==> src/rtl/mcctrl_pkg.sv <==
// mcctrl_pkg: shared types and encodings for the multicycle controller.
// States, instruction classes, sub-ops and datapath mux encodings.
package mcctrl_pkg;

  typedef enum logic [3:0] {
    S_IDLE     = 4'd0,
    S_FETCH    = 4'd1,
    S_DECODE   = 4'd2,
    S_MEM_ADDR = 4'd3,
    S_MEM_RD   = 4'd4,
    S_MEM_WR   = 4'd5,
    S_MEM_WB   = 4'd6,
    S_R_EXEC   = 4'd7,
    S_I_EXEC   = 4'd8,
    S_BRANCH   = 4'd9,
    S_JUMP     = 4'd10,
    S_ALU_WB   = 4'd11,
    S_TRAP     = 4'd12
  } state_e;

  localparam logic [1:0] CLS_JUMP = 2'b00;
  localparam logic [1:0] CLS_R    = 2'b01;
  localparam logic [1:0] CLS_BR   = 2'b10;
  localparam logic [1:0] CLS_IM   = 2'b11;

  localparam logic [3:0] SUB_LI  = 4'b1001;
  localparam logic [3:0] SUB_LUI = 4'b1010;
  localparam logic [3:0] SUB_LWI = 4'b1011;
  localparam logic [3:0] SUB_SWI = 4'b1100;
  localparam logic [3:0] SUB_LW  = 4'b1101;
  localparam logic [3:0] SUB_SW  = 4'b1110;

  localparam logic [1:0] ASB_REG  = 2'b00;
  localparam logic [1:0] ASB_FOUR = 2'b01;
  localparam logic [1:0] ASB_IMM  = 2'b10;
  localparam logic [1:0] ASB_SIMM = 2'b11;

  localparam logic [1:0] PCS_ALU    = 2'b00;
  localparam logic [1:0] PCS_ALUOUT = 2'b01;
  localparam logic [1:0] PCS_JUMP   = 2'b10;

  typedef enum logic [1:0] {
    MK_NONE,
    MK_ALU,
    MK_LOAD,
    MK_STORE
  } memkind_e;

  typedef struct packed {
    logic       pc_write;
    logic       pc_write_cond;
    logic       iord;
    logic       mem_read;
    logic       mem_write;
    logic       ir_write;
    logic       mem_to_reg;
    logic       alu_src_a;
    logic       reg_write;
    logic       reg_dst;
    logic [1:0] pc_source;
    logic [1:0] alu_src_b;
  } ctrl_t;

endpackage

==> src/rtl/mcctrl_outdec.sv <==
// mcctrl_outdec: Moore output decoder for the multicycle controller.
// Pure combinational map from registered state and opcode to strobes.
module mcctrl_outdec
  import mcctrl_pkg::*;
#(
  parameter int OPC_W = 6
) (
  input  state_e           state_i,
  input  logic [OPC_W-1:0] opc_i,
  input  logic             rdy_i,
  output ctrl_t            ctrl_o,
  output logic [OPC_W-3:0] aluop_o
);

  logic [1:0]       cls;
  logic [OPC_W-3:0] sub;

  assign cls = opc_i[OPC_W-1 -: 2];
  assign sub = opc_i[OPC_W-3:0];

  // Decode every state with all outputs defaulted low first
  always_comb begin
    ctrl_o  = '0;
    aluop_o = '0;
    unique case (state_i)
      S_FETCH: begin
        ctrl_o.mem_read  = 1'b1;
        ctrl_o.alu_src_b = ASB_FOUR;
        ctrl_o.ir_write  = rdy_i;
        ctrl_o.pc_write  = rdy_i;
      end
      S_DECODE: begin
        ctrl_o.alu_src_b = ASB_SIMM;
      end
      S_MEM_ADDR, S_I_EXEC: begin
        ctrl_o.alu_src_a = 1'b1;
        ctrl_o.alu_src_b = ASB_IMM;
        aluop_o          = sub;
      end
      S_R_EXEC: begin
        ctrl_o.alu_src_a = 1'b1;
        ctrl_o.alu_src_b = ASB_REG;
        aluop_o          = sub;
      end
      S_BRANCH: begin
        ctrl_o.alu_src_a     = 1'b1;
        ctrl_o.alu_src_b     = ASB_REG;
        ctrl_o.pc_write_cond = 1'b1;
        ctrl_o.pc_source     = PCS_ALUOUT;
        aluop_o              = sub;
      end
      S_JUMP: begin
        ctrl_o.pc_write  = 1'b1;
        ctrl_o.pc_source = PCS_JUMP;
      end
      S_MEM_RD: begin
        ctrl_o.mem_read = 1'b1;
        ctrl_o.iord     = 1'b1;
      end
      S_MEM_WR: begin
        ctrl_o.mem_write = 1'b1;
        ctrl_o.iord      = 1'b1;
      end
      S_ALU_WB: begin
        ctrl_o.reg_write = 1'b1;
        ctrl_o.reg_dst   = (cls == CLS_R);
      end
      S_MEM_WB: begin
        ctrl_o.reg_write  = 1'b1;
        ctrl_o.mem_to_reg = 1'b1;
      end
      default: ;
    endcase
  end

endmodule

==> src/rtl/multicycle_ctrl.sv <==
// multicycle_ctrl: registered Moore FSM for the multicycle datapath.
// MCCTRL_MEMWAIT_EN enables the mem_ready wait-state handshake.
module multicycle_ctrl
  import mcctrl_pkg::*;
#(
  parameter int INSTR_W = 32,
  parameter int OPC_W   = 6
) (
  input  logic               clk,
  input  logic               reset_n,
  input  logic [INSTR_W-1:0] instr_in,
  input  logic               mem_ready,
  output logic [3:0]         state,
  output logic               PCWrite,
  output logic               PCWriteCond,
  output logic               IorD,
  output logic               MemRead,
  output logic               MemWrite,
  output logic               IRWrite,
  output logic               MemtoReg,
  output logic               ALUSrcA,
  output logic               RegWrite,
  output logic               RegDst,
  output logic [1:0]         PCSource,
  output logic [1:0]         ALUSrcB,
  output logic [OPC_W-3:0]   ALUOp,
  output logic               trap
);

  localparam int SUB_W = OPC_W - 2;

  state_e           state_q, state_d;
  logic             trap_q, trap_d;
  logic             rdy;
  logic [OPC_W-1:0] opc;
  logic [1:0]       cls;
  logic             mode;
  logic [SUB_W-1:0] sub;
  memkind_e         mk;
  ctrl_t            ctrl;

  logic dec_nop, dec_jump, dec_r;
  logic dec_br, dec_imm, dec_mem, dec_ill;

`ifdef MCCTRL_MEMWAIT_EN
  assign rdy = mem_ready;
  logic unused_bits;
  assign unused_bits = ^instr_in[INSTR_W-OPC_W-1:0];
`else
  // Memory always completes in one cycle in this build
  assign rdy = 1'b1;
  logic unused_bits;
  assign unused_bits = ^{instr_in[INSTR_W-OPC_W-1:0], mem_ready};
`endif

  assign opc  = instr_in[INSTR_W-1 -: OPC_W];
  assign cls  = opc[OPC_W-1 -: 2];
  assign mode = opc[OPC_W-3];
  assign sub  = opc[OPC_W-3:0];

  // Classify the immediate/memory sub-op
  always_comb begin
    mk = MK_NONE;
    case (sub)
      SUB_W'(SUB_LI),  SUB_W'(SUB_LUI): mk = MK_ALU;
      SUB_W'(SUB_LWI), SUB_W'(SUB_LW):  mk = MK_LOAD;
      SUB_W'(SUB_SWI), SUB_W'(SUB_SW):  mk = MK_STORE;
      default:                          mk = MK_NONE;
    endcase
  end

  assign dec_nop  = (opc == '0);
  assign dec_jump = (cls == CLS_JUMP) && !dec_nop;
  assign dec_r    = (cls == CLS_R);
  assign dec_br   = (cls == CLS_BR);
  assign dec_imm  = (cls == CLS_IM) && !mode;
  assign dec_mem  = (cls == CLS_IM) && mode
                 && (mk != MK_NONE);
  assign dec_ill  = (cls == CLS_IM) && mode
                 && (mk == MK_NONE);

  // Next-state logic; stalls hold in place
  always_comb begin
    state_d = state_q;
    unique case (state_q)
      S_IDLE:  state_d = S_FETCH;
      S_FETCH: if (rdy) state_d = S_DECODE;
      S_DECODE: begin
        unique case (1'b1)
          dec_nop:  state_d = S_FETCH;
          dec_jump: state_d = S_JUMP;
          dec_r:    state_d = S_R_EXEC;
          dec_br:   state_d = S_BRANCH;
          dec_imm:  state_d = S_I_EXEC;
          dec_mem:  state_d = S_MEM_ADDR;
          dec_ill:  state_d = S_TRAP;
          default:  state_d = S_IDLE;
        endcase
      end
      S_MEM_ADDR: begin
        unique case (mk)
          MK_LOAD:  state_d = S_MEM_RD;
          MK_STORE: state_d = S_MEM_WR;
          MK_ALU:   state_d = S_ALU_WB;
          default:  state_d = S_TRAP;
        endcase
      end
      S_R_EXEC, S_I_EXEC: state_d = S_ALU_WB;
      S_BRANCH, S_JUMP,
      S_ALU_WB, S_MEM_WB: state_d = S_FETCH;
      S_MEM_RD: if (rdy) state_d = S_MEM_WB;
      S_MEM_WR: if (rdy) state_d = S_FETCH;
      S_TRAP:   state_d = S_TRAP;
      default:  state_d = S_IDLE;
    endcase
  end

  assign trap_d = trap_q || (state_d == S_TRAP);

  // State and sticky trap registers
  always_ff @(posedge clk or negedge reset_n) begin
    if (!reset_n) begin
      state_q <= S_IDLE;
      trap_q  <= 1'b0;
    end else begin
      state_q <= state_d;
      trap_q  <= trap_d;
    end
  end

  mcctrl_outdec #(
    .OPC_W (OPC_W)
  ) u_outdec (
    .state_i (state_q),
    .opc_i   (opc),
    .rdy_i   (rdy),
    .ctrl_o  (ctrl),
    .aluop_o (ALUOp)
  );

  assign state       = state_q;
  assign PCWrite     = ctrl.pc_write;
  assign PCWriteCond = ctrl.pc_write_cond;
  assign IorD        = ctrl.iord;
  assign MemRead     = ctrl.mem_read;
  assign MemWrite    = ctrl.mem_write;
  assign IRWrite     = ctrl.ir_write;
  assign MemtoReg    = ctrl.mem_to_reg;
  assign ALUSrcA     = ctrl.alu_src_a;
  assign RegWrite    = ctrl.reg_write;
  assign RegDst      = ctrl.reg_dst;
  assign PCSource    = ctrl.pc_source;
  assign ALUSrcB     = ctrl.alu_src_b;
  assign trap        = trap_q;

endmodule

==> config.mk <==
export PLATFORM = sky130hd
export DESIGN_NAME = multicycle_ctrl
export DESIGN_NICKNAME = d
export VERILOG_FILES = /design/src/rtl/mcctrl_pkg.sv /design/src/rtl/mcctrl_outdec.sv /design/src/rtl/multicycle_ctrl.sv
export SDC_FILE = /design/constraint.sdc
export NUM_CORES = 1
export LEC_CHECK = 0
export CORE_MARGIN = 4
export CORE_UTILIZATION = 35
export CTS_BUF_LIST = sky130_fd_sc_hd__clkbuf_16
export CTS_CLUSTER_SIZE = 40
export DETAILED_ROUTE_END_ITERATION = 7
export PLACE_DENSITY = 0.89
export SYNTH_ARGS = -nofsm -noshare
export SYNTH_HDL_FRONTEND = slang
export SYNTH_SLANG_ARGS = --single-unit
==> constraint.sdc <==
create_clock -name clk -period 2.8 [get_ports clk]
set_input_delay 0.28 -clock clk [delete_from_list [all_inputs] [get_ports clk]]
set_output_delay 0.28 -clock clk [all_outputs]
set_load 0.02 [all_outputs]
# == Yosys cells after proc, flatten, opt, wreduce, memory -nomap -nowiden ==
# Index checks and enable logic that the tools add are counted.
# word_totals
elab_cells,68
reg_bits,5
out_inout_bits,23
input_bits,35
# op_classes
reduce_logical,24
eq_ne,25
muxes,17
# op_table
op,count
$pmux W4 S7,2
$eq A4 B4 Y1 const B,12
$reduce_or A2 Y1,9
$eq A4 B3 Y1 const B,4
$pmux W2 S3,2
$pmux W4 S3,1
$mux W1,10
$eq A2 B2 Y1 const B,4
$eq A4 B2 Y1 const B,2
$logic_not A6 Y1,1
$reduce_or A6 Y1,1
$logic_and A1 B1 Y1,5
$eq A2 B1 Y1 const B,2
$eq A4 B1 Y1 const B,1
$logic_not A2 Y1,2
$logic_not A4 Y1,1
$mux W4,1
$pmux W2 S2,1
$reduce_or A4 Y1,1
$logic_not A1 Y1,2
$reduce_bool A2 Y1,1
$logic_or A1 B1 Y1,1

# == Logic depth before layout (Yosys ltp) ==
# depth
depth_word,9
mapped_depth,6
ltp_nobuf,4

# == By module ==
# Synthesis repeated with hierarchy kept, for this count alone.
# hier_totals
hier_cells,94
area_unflattened_um2,713.2
# by_module_without_submodules
module,cells_each,area_each_um2,seq_area_each_um2,instances
multicycle_ctrl,58,457.9,125.1,1
mcctrl_outdec,36,255.2,0.0,1

# == Worst setup path before layout ==
# Ideal clock, no wire load.
# synth_path
path_type,register to output
start,"register state_q[3], in the netlist state[3]"
end,output port ALUOp[0]
path_slack_ps,744
arrival_time_ps,1776
required_time_ps,2520
stages_incl_launch_ff,5
n_path_buf,1
cell_sequence,dfrtp_1 buf_2 nand2b_1 o21ai_0 and2_1
# synth_between
elab_chain_cells,3
elab_cells_between_ends,6
classes_between,eq/ne: 4; mux: 1; reduce/logical: 1
# synth_rtl
element,line_no,source
start: declaration,multicycle_ctrl.sv:32,"state_e state_q, state_d;"
start signal: assignment,multicycle_ctrl.sv:126,state_q <= state_d;
"$eq A4 B2 Y1, or another cell as far along",mcctrl_outdec.sv:25,unique case (state_i)
$reduce_or A4 Y1 (no line) (*),--,
$mux W4 (*),mcctrl_outdec.sv:25,
end: declaration,multicycle_ctrl.sv:26,"output logic [OPC_W-3:0] ALUOp,"
# Mark *: on every way between the ends. The rest lies on a longest branch, timed or not.

# == Worst setup path in the final report ==
# layout_path
start,"register state_q[3], in the netlist state[3]"
end,output port ALUOp[1]
# Same word-level chain as after synthesis.

==> results.txt <==
----------------------------------------------------
[Global routing]
  Total gr overflow ... 0
  Overall global routing resource usage ... about 15%
  Largest net degree at the start of global routing ... 21
  Number of global-route vias before repair ... between 600 and 700
  Initial antenna violation count ... 0
  Global-route wire length before repair ... about 3.2 mm

[Clock tree]
  Worst-Skew Late Latency ... between 0.2 and 0.25 ns
  CTS Root Buffer Type ... sky130_fd_sc_hd__clkbuf_16
  Number of buffers inserted for hold repair after clock tree synthesis ... 0
  CTS buffer count ... 3
  CTS H-tree lvls ... 1
  Clock tree from TritonCTS ... yes
  Number of post-CTS setup repair buffers ... 0
  Total number of clock tree sinks ... 5
  Cells resized by post-CTS repair ... 0
  Clock-pin slew of the registers on the worst-case setup and hold paths ... around 0.030 ns
  Maximum count of clock buffers along a single path ... 2

[Synthesis]
  Top cells by area in the synthesized netlist ... sky130_fd_sc_hd__dfrtp_1, sky130_fd_sc_hd__buf_4, sky130_fd_sc_hd__nand2_1
  Post-synthesis instance total ... 94
  Multiplexer fraction of the synthesized cell area ... 0%
  Area share of and/or/nand/nor cells after synthesis ... approximately two fifths
  Mapped cell area ... 706 µm²
  Post-synthesis sequential area ratio ... between 15 and 20%
  Yosys Warn Count ... 0
  Area share of xor/xnor cells in the synthesized design ... around 3.7%
  Count of flip-flops with a built-in enable after synthesis ... 0
  Synth Area in Compound Gates ... a little over a quarter
  Post-Synth Adder-Cell Area ... 0%
  Avg Synthesized Cell Area ... about 7.5 µm²
  Share of Yosys cell area claimed by the top area cell type ... between 15 and 20%
  Synthesized flop and latch total ... 5
  Syn Nets ... between 100 and 150
  Most frequently used flop master after synthesis ... sky130_fd_sc_hd__dfrtp_1
  Fraction of registers with async set or reset after synthesis ... 100%
  Cell type contributing the most total cell area after synthesis ... sky130_fd_sc_hd__dfrtp_1
  Synth cell count leaders ... sky130_fd_sc_hd__nand2_1, sky130_fd_sc_hd__nor2_1
  Number of different library cells in the post-synthesis netlist ... 41
  Dominant combinational cell family by area after synthesis ... simple AND/OR/NAND/NOR gates

[Critical path]
  Maximum fanout along the worst path ... 13
  Crit end category ... primary output
  Worst path arrival time ... approximately 2.3 ns
  Critical Path, Cell by Cell ... nand2b_1 -> o21ai_0 -> and2_2 -> clkdlybuf4s50_1
  Delay of the slowest critical-path stage ... ~0.60 ns
  Worst setup path class ... register to primary output
  Required time at the worst-slack endpoint ... 2.52 ns
  Worst path slowest cell ... sky130_fd_sc_hd__clkdlybuf4s50_1
  Element type at the critical path start ... register

[Timing]
  Portion of the clock cycle consumed by the worst path in the final layout ... between 90% and 100%
  Measured slew at the worst slew-check pin ... 0.523 ns
  Clock skew after layout ... between 0.002 and 0.0025 ns
  Unrepaired setup endpoints after global routing ... no
  Number of setup violations in the final report ... 0
  Count of endpoints failing hold in the final timing report ... 0
  Post-route worst setup slack ... between 0.2 and 0.3 ns
  Final worst hold slack ... ~0.29 ns
  Headroom to the max-slew limit ... around 65%
  Max-slew violation total from the final report ... 0
  TNS Setup ... 0 ns
  Peak Freq ... 0.394 GHz
  Final critical-path required period ... 2.54 ns

[Route]
  Met2 wirelength from detailed routing ... ~990 µm
  # DRC ... 0
  Routed via count divided by cell count ... between 5 and 6
  First-iteration detailed-routing DRC count ... 21
  Wire length per cell ... roughly 13 µm
  Total routed wire length on the met1 layer ... about 810 µm
  Number of routed nets with antenna violations ... 0
  Detailed-routed wire length on met3 ... 117 µm
  Top Layer Used ... met4
  Count of vias placed by the detailed router ... 759
  Wirelength, routed ... roughly 1.9 mm
  First-pass iteration count of the detailed router ... 4

[Finish]
  Synth-to-layout area growth ... 49.5%
  Layout cell share with drive strength beyond 1 ... roughly an eighth
  Final core occ ... between 50 and 60%
  Antenna Diode Count ... 0
  Final-stage net count ... around 160

[Power]
  Static leakage ... about 0.41 nW
  Power Dens Cells ... about 1200 nW/µm²
  Maximum VDD drop ... 0.000764 V

[Place]
  GPL Wtd Cong ... 0.851
  Placed wire-length estimate ... around 1.5 mm
  Pre-CTS WS ... around 0.52 ns
  IO Port Bufs ... 30

[Floorplanning]
  Width of the die ... 52.9 µm
  Vertical die dimension ... roughly 53 µm
  I/O pin count ... 58
  Row Count ... 15
  Core outline area ... roughly 1800 µm²
  Starting Density ... about 39%
  Total die area ... around 2800 µm²

[Status]
  Result of the run ... finished clean

[Run]
  Max Cap Viol ... 0

[Hold path]
  Worst hold path type ... primary input to async pin

----------------------------------------------------
## critical path, delay by kind of cell (launching register included)
family                 cells  cell delay, ns
buffers and inverters      1            0.60
and+or+nand+nor            2            0.45
AOI/OAI and AO/OA          1            0.42
DFF                        1            0.55
## logic make-up after synthesis
family	after synthesis
XOR/XNOR	3
flip-flops	5
buffers and inverters	14
AO/OA/AOI/OAI	23
AND/OR/NAND/NOR	49
## power breakdown
part	switching [mW]	total (mW)	leakage, nW	internal, mW
combinational	0.440	0.848	0.308	0.408
clock	0.0437	0.228	0.0423	0.185
sequential	0.0862	0.191	0.0590	0.104
## flip-flops by register name, summed over array words and instances (netlist names)
name / count
state: 4
trap: 1
## area by class of cell
type                    count  area (µm²)
multi-input cells          75         493
clock inverters             1        3.75
fillers                   150         766
flip-flops and latches      5         125
well taps                  25        31.3
repair buffers             31         308
inverters                   5        18.8
clock buffers               3        75.1
## metrics by stage
| stage | power, mW | area, µm² | instances |
|---|---|---|---|
| after detailed placement | 1.03 | 976 | 141 |
| after global routing | 1.36 | 1050 | 145 |
| final | 1.27 | 1050 | 145 |
| after global placement | 1.02 | 976 | 141 |
| after floorplan | 0.730 | 706 | 94 |
| after CTS | 1.28 | 1050 | 145 |
## metal layers
metal | vias up | track usage (%)
li1 | 388 | -
met3 | 2 | 4.23
met2 | 27 | 25.2
met5 | - | 0
met1 | 342 | 19.2
met4 | 0 | 3.40
## worst paths after layout
check                         start        to  slack, ns  cells after the start
min                         reset_n  state[1]       0.29                      1
max reg2reg                state[1]      trap       1.08                      4
min in group clk               trap      trap       0.47                      1
max                        state[3]  ALUOp[1]       0.26                      4
max in group asynchronous   reset_n      trap       2.30                      1
min reg2reg                    trap      trap       0.47                      1
## cells in the final DEF (no fill, tap or decap), types with 2 or more instances in the layout
cell                              netlist  routed
sky130_fd_sc_hd__clkdlybuf4s50_1        0      30
sky130_fd_sc_hd__nor2_1                 9       9
sky130_fd_sc_hd__nand2_1                9       9
sky130_fd_sc_hd__inv_1                  5       6
sky130_fd_sc_hd__and2_1                 5       5
sky130_fd_sc_hd__dfrtp_1                5       5
sky130_fd_sc_hd__nand3_1                4       4
sky130_fd_sc_hd__a21oi_1                4       4
sky130_fd_sc_hd__nor3_1                 4       4
sky130_fd_sc_hd__o21ai_0                3       3
sky130_fd_sc_hd__or2b_2                 3       3
sky130_fd_sc_hd__nand4_1                3       3
sky130_fd_sc_hd__clkbuf_16              0       3
sky130_fd_sc_hd__nand2b_1               2       2
sky130_fd_sc_hd__nor4b_1                2       2
sky130_fd_sc_hd__a2bb2oi_1              2       2
sky130_fd_sc_hd__xnor2_1                2       2
sky130_fd_sc_hd__a211o_1                2       2
Power figures use the tool's default switching activity.
